**src/rtl/pll_div_monitor.sv**
```systemverilog
// pll_div_monitor
//   Measures a slow clock (clkm) against the fast clock clki. It reports the
//   rise-to-rise period and the rise-to-fall high time, both in clki cycles.
//   It raises locked once the period has matched the previous one, within
//   TOL, for LOCK_COUNT consecutive measurements.
// Ports
//   clki      in   measurement clock, all logic on posedge
//   rst       in   asynchronous, active-high reset
//   clkm      in   monitored clock, asynchronous to clki
//   clr       in   synchronous clear: back to SEEK, clears outputs and overflow
//   period    out  last rise-to-rise interval (clki cycles)
//   high_time out  last rise-to-fall interval (0 if no fall was seen)
//   valid     out  one-cycle pulse when period/high_time update
//   locked    out  period stable for LOCK_COUNT consecutive measurements
//   overflow  out  sticky, set when no rise is seen for 2^CNT_W-1 cycles while tracking
//   dbg_state out  current FSM state (SEEK=0, TRACK=1, LOCK=2)
module pll_div_monitor #(
   parameter int CNT_W       = 16,
   parameter int LOCK_COUNT  = 4,
   parameter int TOL         = 0,
   parameter int SYNC_STAGES = 2
) (
   input  logic             clki,
   input  logic             rst,
   input  logic             clkm,
   input  logic             clr,
   output logic [CNT_W-1:0] period,
   output logic [CNT_W-1:0] high_time,
   output logic             valid,
   output logic             locked,
   output logic             overflow,
   output logic [1:0]       dbg_state
);

   typedef enum logic [1:0] {SEEK = 2'd0, TRACK = 2'd1, LOCK = 2'd2} state_t;

   localparam int               MW      = $clog2(LOCK_COUNT + 1);
   localparam int               CW1     = CNT_W + 1;
   localparam logic [MW-1:0]    LC      = MW'(LOCK_COUNT);
   localparam logic [CNT_W:0]   TOL_W   = CW1'(TOL);
   localparam logic [CNT_W-1:0] CNT_MAX = '1;

   state_t               r_state, w_next_state;
   logic [SYNC_STAGES-1:0] r_sync;
   logic                 r_prev;
   logic [CNT_W-1:0]     r_cnt, r_hcap, r_prev_per;
   logic [MW-1:0]        r_match_cnt;
   logic                 r_first;

   logic                 w_rise, w_fall, w_sat, w_match;
   logic [CNT_W:0]       w_diff, w_absdiff;
   logic [MW-1:0]        w_match_nxt;
   logic                 w_capture, w_match_clr, w_match_inc;
   logic                 w_lock_set, w_lock_clr, w_ovf_set;

   // Synchronizer plus one extra flop for edge detection.
   always_ff @(posedge clki or posedge rst) begin
      if (rst) begin
         r_sync <= '0;
         r_prev <= 1'b0;
      end else begin
         r_sync <= {r_sync[SYNC_STAGES-2:0], clkm};
         r_prev <= r_sync[SYNC_STAGES-1];
      end
   end

   assign w_rise = r_sync[SYNC_STAGES-1] & ~r_prev;
   assign w_fall = ~r_sync[SYNC_STAGES-1] & r_prev;
   assign w_sat  = (r_cnt == CNT_MAX);

   // One extra bit keeps the sign, so |cnt - prev| never wraps.
   assign w_diff      = {1'b0, r_cnt} - {1'b0, r_prev_per};
   assign w_absdiff   = w_diff[CNT_W] ? ({CW1{1'b0}} - w_diff) : w_diff;
   assign w_match     = (w_absdiff <= TOL_W);
   assign w_match_nxt = r_match_cnt + MW'(1);

   always_ff @(posedge clki or posedge rst) begin
      if (rst) r_state <= SEEK;
      else     r_state <= w_next_state;
   end

   always_comb begin
      w_next_state = r_state;
      w_capture    = 1'b0;
      w_match_clr  = 1'b0;
      w_match_inc  = 1'b0;
      w_lock_set   = 1'b0;
      w_lock_clr   = 1'b0;
      w_ovf_set    = 1'b0;
      if (clr) begin
         w_next_state = SEEK;
      end else begin
         case (r_state)
            SEEK: begin
               if (w_rise) w_next_state = TRACK;
            end
            TRACK: begin
               if (w_rise) begin
                  w_capture = 1'b1;
                  if (r_first) begin
                     w_match_clr = 1'b1;
                  end else if (w_match) begin
                     w_match_inc = 1'b1;
                     if (w_match_nxt == LC) begin
                        w_lock_set   = 1'b1;
                        w_next_state = LOCK;
                     end
                  end else begin
                     w_match_clr = 1'b1;
                  end
               end else if (w_sat) begin
                  w_ovf_set    = 1'b1;
                  w_lock_clr   = 1'b1;
                  w_next_state = SEEK;
               end
            end
            LOCK: begin
               if (w_rise) begin
                  w_capture = 1'b1;
                  // A matching period keeps the lock; match_cnt simply holds.
                  if (!w_match) begin
                     w_lock_clr   = 1'b1;
                     w_match_clr  = 1'b1;
                     w_next_state = TRACK;
                  end
               end else if (w_sat) begin
                  w_ovf_set    = 1'b1;
                  w_lock_clr   = 1'b1;
                  w_next_state = SEEK;
               end
            end
            default: w_next_state = SEEK;
         endcase
      end
   end

   always_ff @(posedge clki or posedge rst) begin
      if (rst) begin
         r_cnt       <= '0;
         r_hcap      <= '0;
         r_prev_per  <= '0;
         r_match_cnt <= '0;
         r_first     <= 1'b0;
         period      <= '0;
         high_time   <= '0;
         valid       <= 1'b0;
         locked      <= 1'b0;
         overflow    <= 1'b0;
      end else begin
         // The counter keeps running through clr; only the measurement state is cleared.
         if (w_rise)      r_cnt <= CNT_W'(1);
         else if (!w_sat) r_cnt <= r_cnt + CNT_W'(1);

         if (w_rise)      r_hcap <= '0;
         else if (w_fall) r_hcap <= r_cnt;

         // The first measurement after SEEK has nothing to compare against.
         if (r_state == SEEK) r_first <= 1'b1;
         else if (w_capture)  r_first <= 1'b0;

         valid <= w_capture;

         if (clr) begin
            period      <= '0;
            high_time   <= '0;
            locked      <= 1'b0;
            overflow    <= 1'b0;
            r_match_cnt <= '0;
         end else begin
            if (w_capture) begin
               period     <= r_cnt;
               high_time  <= r_hcap;
               r_prev_per <= r_cnt;
            end
            if (w_match_clr)      r_match_cnt <= '0;
            else if (w_match_inc) r_match_cnt <= w_match_nxt;
            if (w_lock_set)       locked <= 1'b1;
            else if (w_lock_clr)  locked <= 1'b0;
            if (w_ovf_set)        overflow <= 1'b1;
         end
      end
   end

   assign dbg_state = r_state;

endmodule

```
**config.mk**
```make
export PLATFORM = sky130hd
export DESIGN_NAME = pll_div_monitor
export DESIGN_NICKNAME = d
export VERILOG_FILES = /design/src/rtl/pll_div_monitor.sv
export SDC_FILE = /design/constraint.sdc
export NUM_CORES = 1
export LEC_CHECK = 0
export ABC_AREA = 1
export CORE_MARGIN = 10
export CORE_UTILIZATION = 55
export CTS_CLUSTER_SIZE = 40
export DETAILED_ROUTE_END_ITERATION = 16
export PLACE_DENSITY = 0.75
export SETUP_SLACK_MARGIN = 0.15
export SLEW_MARGIN = 40
export SYNTH_ARGS = -nofsm -noshare
export SYNTH_HDL_FRONTEND = slang
export SYNTH_SLANG_ARGS = --single-unit
```
**constraint.sdc**
```tcl
create_clock -name clki -period 6.7 [get_ports clki]
set_input_delay 1.34 -clock clki [delete_from_list [all_inputs] [get_ports clki]]
set_output_delay 1.34 -clock clki [all_outputs]
set_load 0.01 [all_outputs]
```
---- Word-level counts from Yosys, hierarchy flattened ----
Index checks and enable logic that the tools add are counted.
cells by class
  add/sub/neg operators ................... 4
  $lt $le $gt $ge ......................... 1
  eq/ne operators ......................... 10
  mux-type cells .......................... 56
  bitwise logic cells ..................... 5
  reduce and logical (&&, ||, !) cells .... 10
operators with widths
  kind                                                                    number
  16-bit 2-to-1 mux                                                       8
  1-bit 2-to-1 mux                                                        32
  2-bit 2-to-1 mux                                                        9
  17-bit by 1-bit <= comparator with 1-bit output, second input constant  1
  17-bit 2-to-1 mux                                                       1
  1-bit by 17-bit subtractor with 17-bit output, first input constant     1
  16-bit by 16-bit subtractor with 17-bit output                          1
  16-bit by 1-bit adder with 16-bit output, second input constant         1
  16-bit equality test, second input constant                             1
  4-bit != test, second input constant                                    4
  3-bit 2-to-1 mux                                                        3
  2-bit nonzero test                                                      4
  2-bit case mux with 3 select lines                                      1
  3-bit nonzero test                                                      2
  5-bit AND reduction                                                     1
  1-bit case mux with 2 select lines                                      2
  3-bit by 1-bit adder with 3-bit output, second input constant           1
  3-bit equality test, second input constant                              1
  3-bit != test, second input constant                                    1
  1-bit inverter                                                          3
  1-bit AND                                                               2
  2-bit by 1-bit equality test with 1-bit output, second input constant   1
  2-bit equality test, second input constant                              1
  2-bit zero test                                                         1
  3 further kinds                                                         3
storage, ports and cells
  flip-flop bits (word level) ............. 92
  bits of input ports ..................... 4
  output and inout bits ................... 37

---- Longest topological paths before layout ----
  word-level depth ........................ 12
  depth in mapped cells ................... 28
  gate-level depth less buffers ........... 28

---- Worst setup path before layout ----
Ideal clock, no wire load.
  path kind ............................... flip-flop to flip-flop
  start ................................... reg r_cnt[0]
  end ..................................... reg r_state[1] (netlist: dbg_state[1])
  arrival ................................. 2.750 ns
  required time ........................... 6.583 ns
  slack ................................... 3.833 ns
  cell stages (with the launch flop) ...... 27
  buffers on the path ..................... 0
  clock period less this slack ............ 2.867 ns
  path through ............................ dfrtp_1 > inv_1 > ha_1 > inv_1 > fa_1 > inv_1 > nand2_1 > nand2_1 > nand2_1 > nor2_1 > nand3_1 > inv_1 > nand2_1 > nor2_4 > nand3_2 > nand3_2 > nand2_1 > nor2_1 > nand2_1 > nor2_2 > nand3_1 > nand2_1 > nand2_1 > nand2_1 > nand2_1 > nand2_1 > nand2_1
on the way
  longest elaborated chain between the ends .. 6
  elaborated cells on any way between the ends .. 13
RTL lines
  element                                          RTL line  source
  start, declared                                  46        logic [CNT_W-1:0] r_cnt, r_hcap, r_prev_per;
  start signal, assigned                           152       else if (!w_sat) r_cnt <= r_cnt + CNT_W'(1);
  16-bit by 16-bit subtractor with 17-bit output   72        assign w_diff = {1'b0, r_cnt} - {1'b0, r_prev_per};
  1-bit by 17-bit subtractor with 17-bit output    73        assign w_absdiff = w_diff[CNT_W] ? ({CW1{1'b0}} - w_diff) : w_diff;
  17-bit 2-to-1 mux                                73
  17-bit by 1-bit <= comparator with 1-bit output  74        assign w_match = (w_absdiff <= TOL_W);
  4-bit != test (no source line)                   --
  5-bit AND reduction (no source line)             --
  end signal, assigned                             79        else r_state <= w_next_state;
  end, declared                                    43        state_t r_state, w_next_state;
Several ways; a longest one is shown, not always the timed one.
A chain may end at the register's enable or synchronous reset.

---- Worst setup path in the final report ----
  start ................................... reg r_cnt[0]
  end ..................................... reg locked
on the way
  longest elaborated chain between the ends .. 11
  elaborated cells on any way between the ends .. 19
RTL lines
  element                                          RTL line  source
  16-bit by 16-bit subtractor with 17-bit output   72
  1-bit by 17-bit subtractor with 17-bit output    73
  17-bit 2-to-1 mux                                73
  17-bit by 1-bit <= comparator with 1-bit output  74
  1-bit 2-to-1 mux                                 102       end else if (w_match) begin
  1-bit 2-to-1 mux                                 100       if (r_first) begin
  1-bit 2-to-1 mux                                 98        if (w_rise) begin
  1-bit 2-to-1 mux                                 93        case (r_state)
  1-bit 2-to-1 mux                                 90        if (clr) begin
  1-bit 2-to-1 mux                                 177       if (w_lock_set) locked <= 1'b1;
  1-bit 2-to-1 mux                                 163       if (clr) begin
  end signal, assigned                             166       locked <= 1'b0;
  end signal, assigned                             177
  end signal, assigned                             178       else if (w_lock_clr) locked <= 1'b0;
  end, declared                                    30        output logic locked,
Several ways; a longest one is shown, not always the timed one.

==> out/results.ini <==
[final_layout]
n_antenna_cell=0
final_nets=883
seq_area_sq_mm=0.00230
final_util_pct=63.1
syn_to_final_growth_pct=12.0
final_area_sq_mm=0.00648
drive_gt1_share_pct=7.80
fillers=972
multi_input_area_sq_mm=0.00291

[pwr]
p_leak_nw=3.41
irDropWorstVdd_uv=267
p_per_area_mw_per_mm2=388

[timing]
finalCriticalPeriod_ns=3.59
max_freq_ghz=0.278
skew_ns=0.0178
max_slew.worst_pin.slew_ns=0.772
slew_headroom_pct=48.5
grt_setup_unrepaired=false
whs_ns=0.357
hold_viol=0
setup_viol=0
report.final.slew_viol_count=0
finalSetupTns_ns=0
fin_crit_sh_pct=53.6

[floorplanning]
rows=37
die_h_microns=123
die-area_sq_mm=0.0150
core_area_sq_mm=0.0103
boundaryPins=41
start_util_pct=56.3
die_w_microns=123

[logic_synthesis]
post-synth-top-count-cell=nand2_1
synth_edf_count=0
synth_nets=852
yosysSeqAreaShare_pct=39.8
synth.largest_area_cell=dfrtp_1
synth_ff_type=dfrtp_1
ys_warn_count=0
netlist_top_cells_count=nand2_1 (220), inv_1 (125), nand3_1 (105), dfrtp_1 (92), o21ai_0 (63)
netlist_area_sq_mm=0.00579
postSynthAreaPerCell_sq_um=7.03
netlist_top_cells_area=dfrtp_1 (40%), nand2_1 (14%), nand3_1 (9.1%)
synth-seq-cells=92
synth_top_area_share_pct=39.8
ys_types=36
synthArstFlopShare_pct=100
netlist_instances=823

[global_routing]
grtUsageTotal_pct=20.7
grt_pass1_vias=5239
grt_pass1_wl_mm=25.1
antenna_found_initial=0
grt_overflow=0
grt_max_degree=54

[drt]
route.detailed.wl_per_inst_microns=14.8
via_per_inst=5.44
drc=0
drt.antenna.violating_nets=0
drt-total-wl_mm=14.7
first_pass_iters=5
via_count=5408
first_iter_violations=419

[setup_path]
cp.arrival_ns=3.88
crit_path_top_delay_cell=dfrtp_1
worst-setup-path-type=reg2reg
cp_common_cell=nand2_1
crit_path_start_kind=register
crit_required_ns=6.99
path_max_fanout=5
critPathCaptureType=register
crit_path_max_incr_delay_ns=0.41

[clock_tree]
cts_max_level=3
clockBufferDepth=2
cts_sinks=92
cts_resized=0
cts_hold_buf=0
cts_tree=built
clkSlewWorstSetupHoldPaths_ns=0.10
post-cts-setup-buffers=0
cts_buffers=9
cts_root_buffer=clkbuf_8
insertion_delay_ns=0.37

[place]
place.gp.congestion=0.933
placed_cell_area_sq_mm=0.00629
portBuffers=40
dpl.hpwl_mm=11.3

[run]
max_cap_violations=0

[run_status]
outcome=finished clean

[min_path]
hold_class=reg2reg

metal layers:
| layer | vias up | part of all wire [%] | GRT usage [%] |
|---|---|---|---|
| met3 | 31 | 4.7 | 3.76 |
| met4 | 0 | 2.7 | 8.10 |
| met2 | 139 | 49 | 34.8 |
| met1 | 2553 | 44 | 25.8 |
| li1 | 2685 | - | - |
| met5 | - | 0 | 0 |
logic make-up after synthesis:
group,count (synthesis),synth area share (%)
AND/OR/NAND/NOR,446,34.5
buffers and inverters,154,10.1
AO/OA/AOI/OAI,99,8.99
flip-flops,92,39.8
adder cells (fa/ha/maj),25,5.54
XOR/XNOR,7,1.06
placed cells by master (no fill, tap or decap), types with 14 or more instances in the layout:
cell / n
nand2_1: 219
inv_1: 122
nand3_1: 105
dfrtp_1: 92
o21ai_0: 63
nor2_1: 54
clkdlybuf4s50_1: 40
ha_1: 24
a21oi_1: 23
nand2_2: 21
nor3_1: 14
where the power goes:
group          total, mW  internal [mW]  switching, mW
Combinational       1.49          0.464           1.03
Clock              0.360          0.151          0.209
Sequential         0.663          0.617         0.0467
worst paths after layout:
check	from	to	slack [ns]	cells after the start
setup / recovery	r_cnt[0]	locked	3.11	25
hold / removal	r_sync[0]	r_sync[1]	0.36	0
setup reg to reg	r_cnt[0]	locked	3.11	25
hold reg to reg	r_sync[0]	r_sync[1]	0.36	0
max in group asynchronous	rst	r_prev_per[13]	4.24	3
min in group asynchronous	rst	r_hcap[5]	1.35	2
state kept, by name, summed over array words and instances (netlist names):
name and flops:
locked 1, r_hcap 16, r_prev 1, overflow 1
r_first 1, high_time 16, r_sync 2, dbg_state 2
r_prev_per 16, r_match_cnt 3, valid 1, period 16
r_cnt 16
critical path, delay by kind of cell, from the launching register on:
kind / cells / cell delay, ns
adders and majority gates: 2 / 0.60
buffers and inverters: 3 / 0.31
AOI/OAI and AO/OA: 1 / 0.13
and+or+nand+nor: 19 / 2.04
DFF: 1 / 0.41
stage by stage:
| step | cells | worst slack [ns] | total power, mW |
|---|---|---|---|
| floorplan | 823 | 2.97 | 1.79 |
| global placement | 979 | 2.98 | 2.13 |
| detailed placement | 979 | 3.15 | 2.14 |
| CTS | 995 | 3.11 | 2.51 |
| global route | 995 | 2.66 | 2.75 |
| finish | 995 | 3.11 | 2.52 |
area by class of cell:
class / count / area share, %
inverters: 133 / 7.72
multi-input cells: 577 / 44.9
well taps: 136 / 2.63
clock inverters: 6 / 0.830
clock buffers: 10 / 2.12
repair buffers: 41 / 6.29
flip-flops and latches: 92 / 35.5
Note: power is estimated with default switching activity, not from simulation.
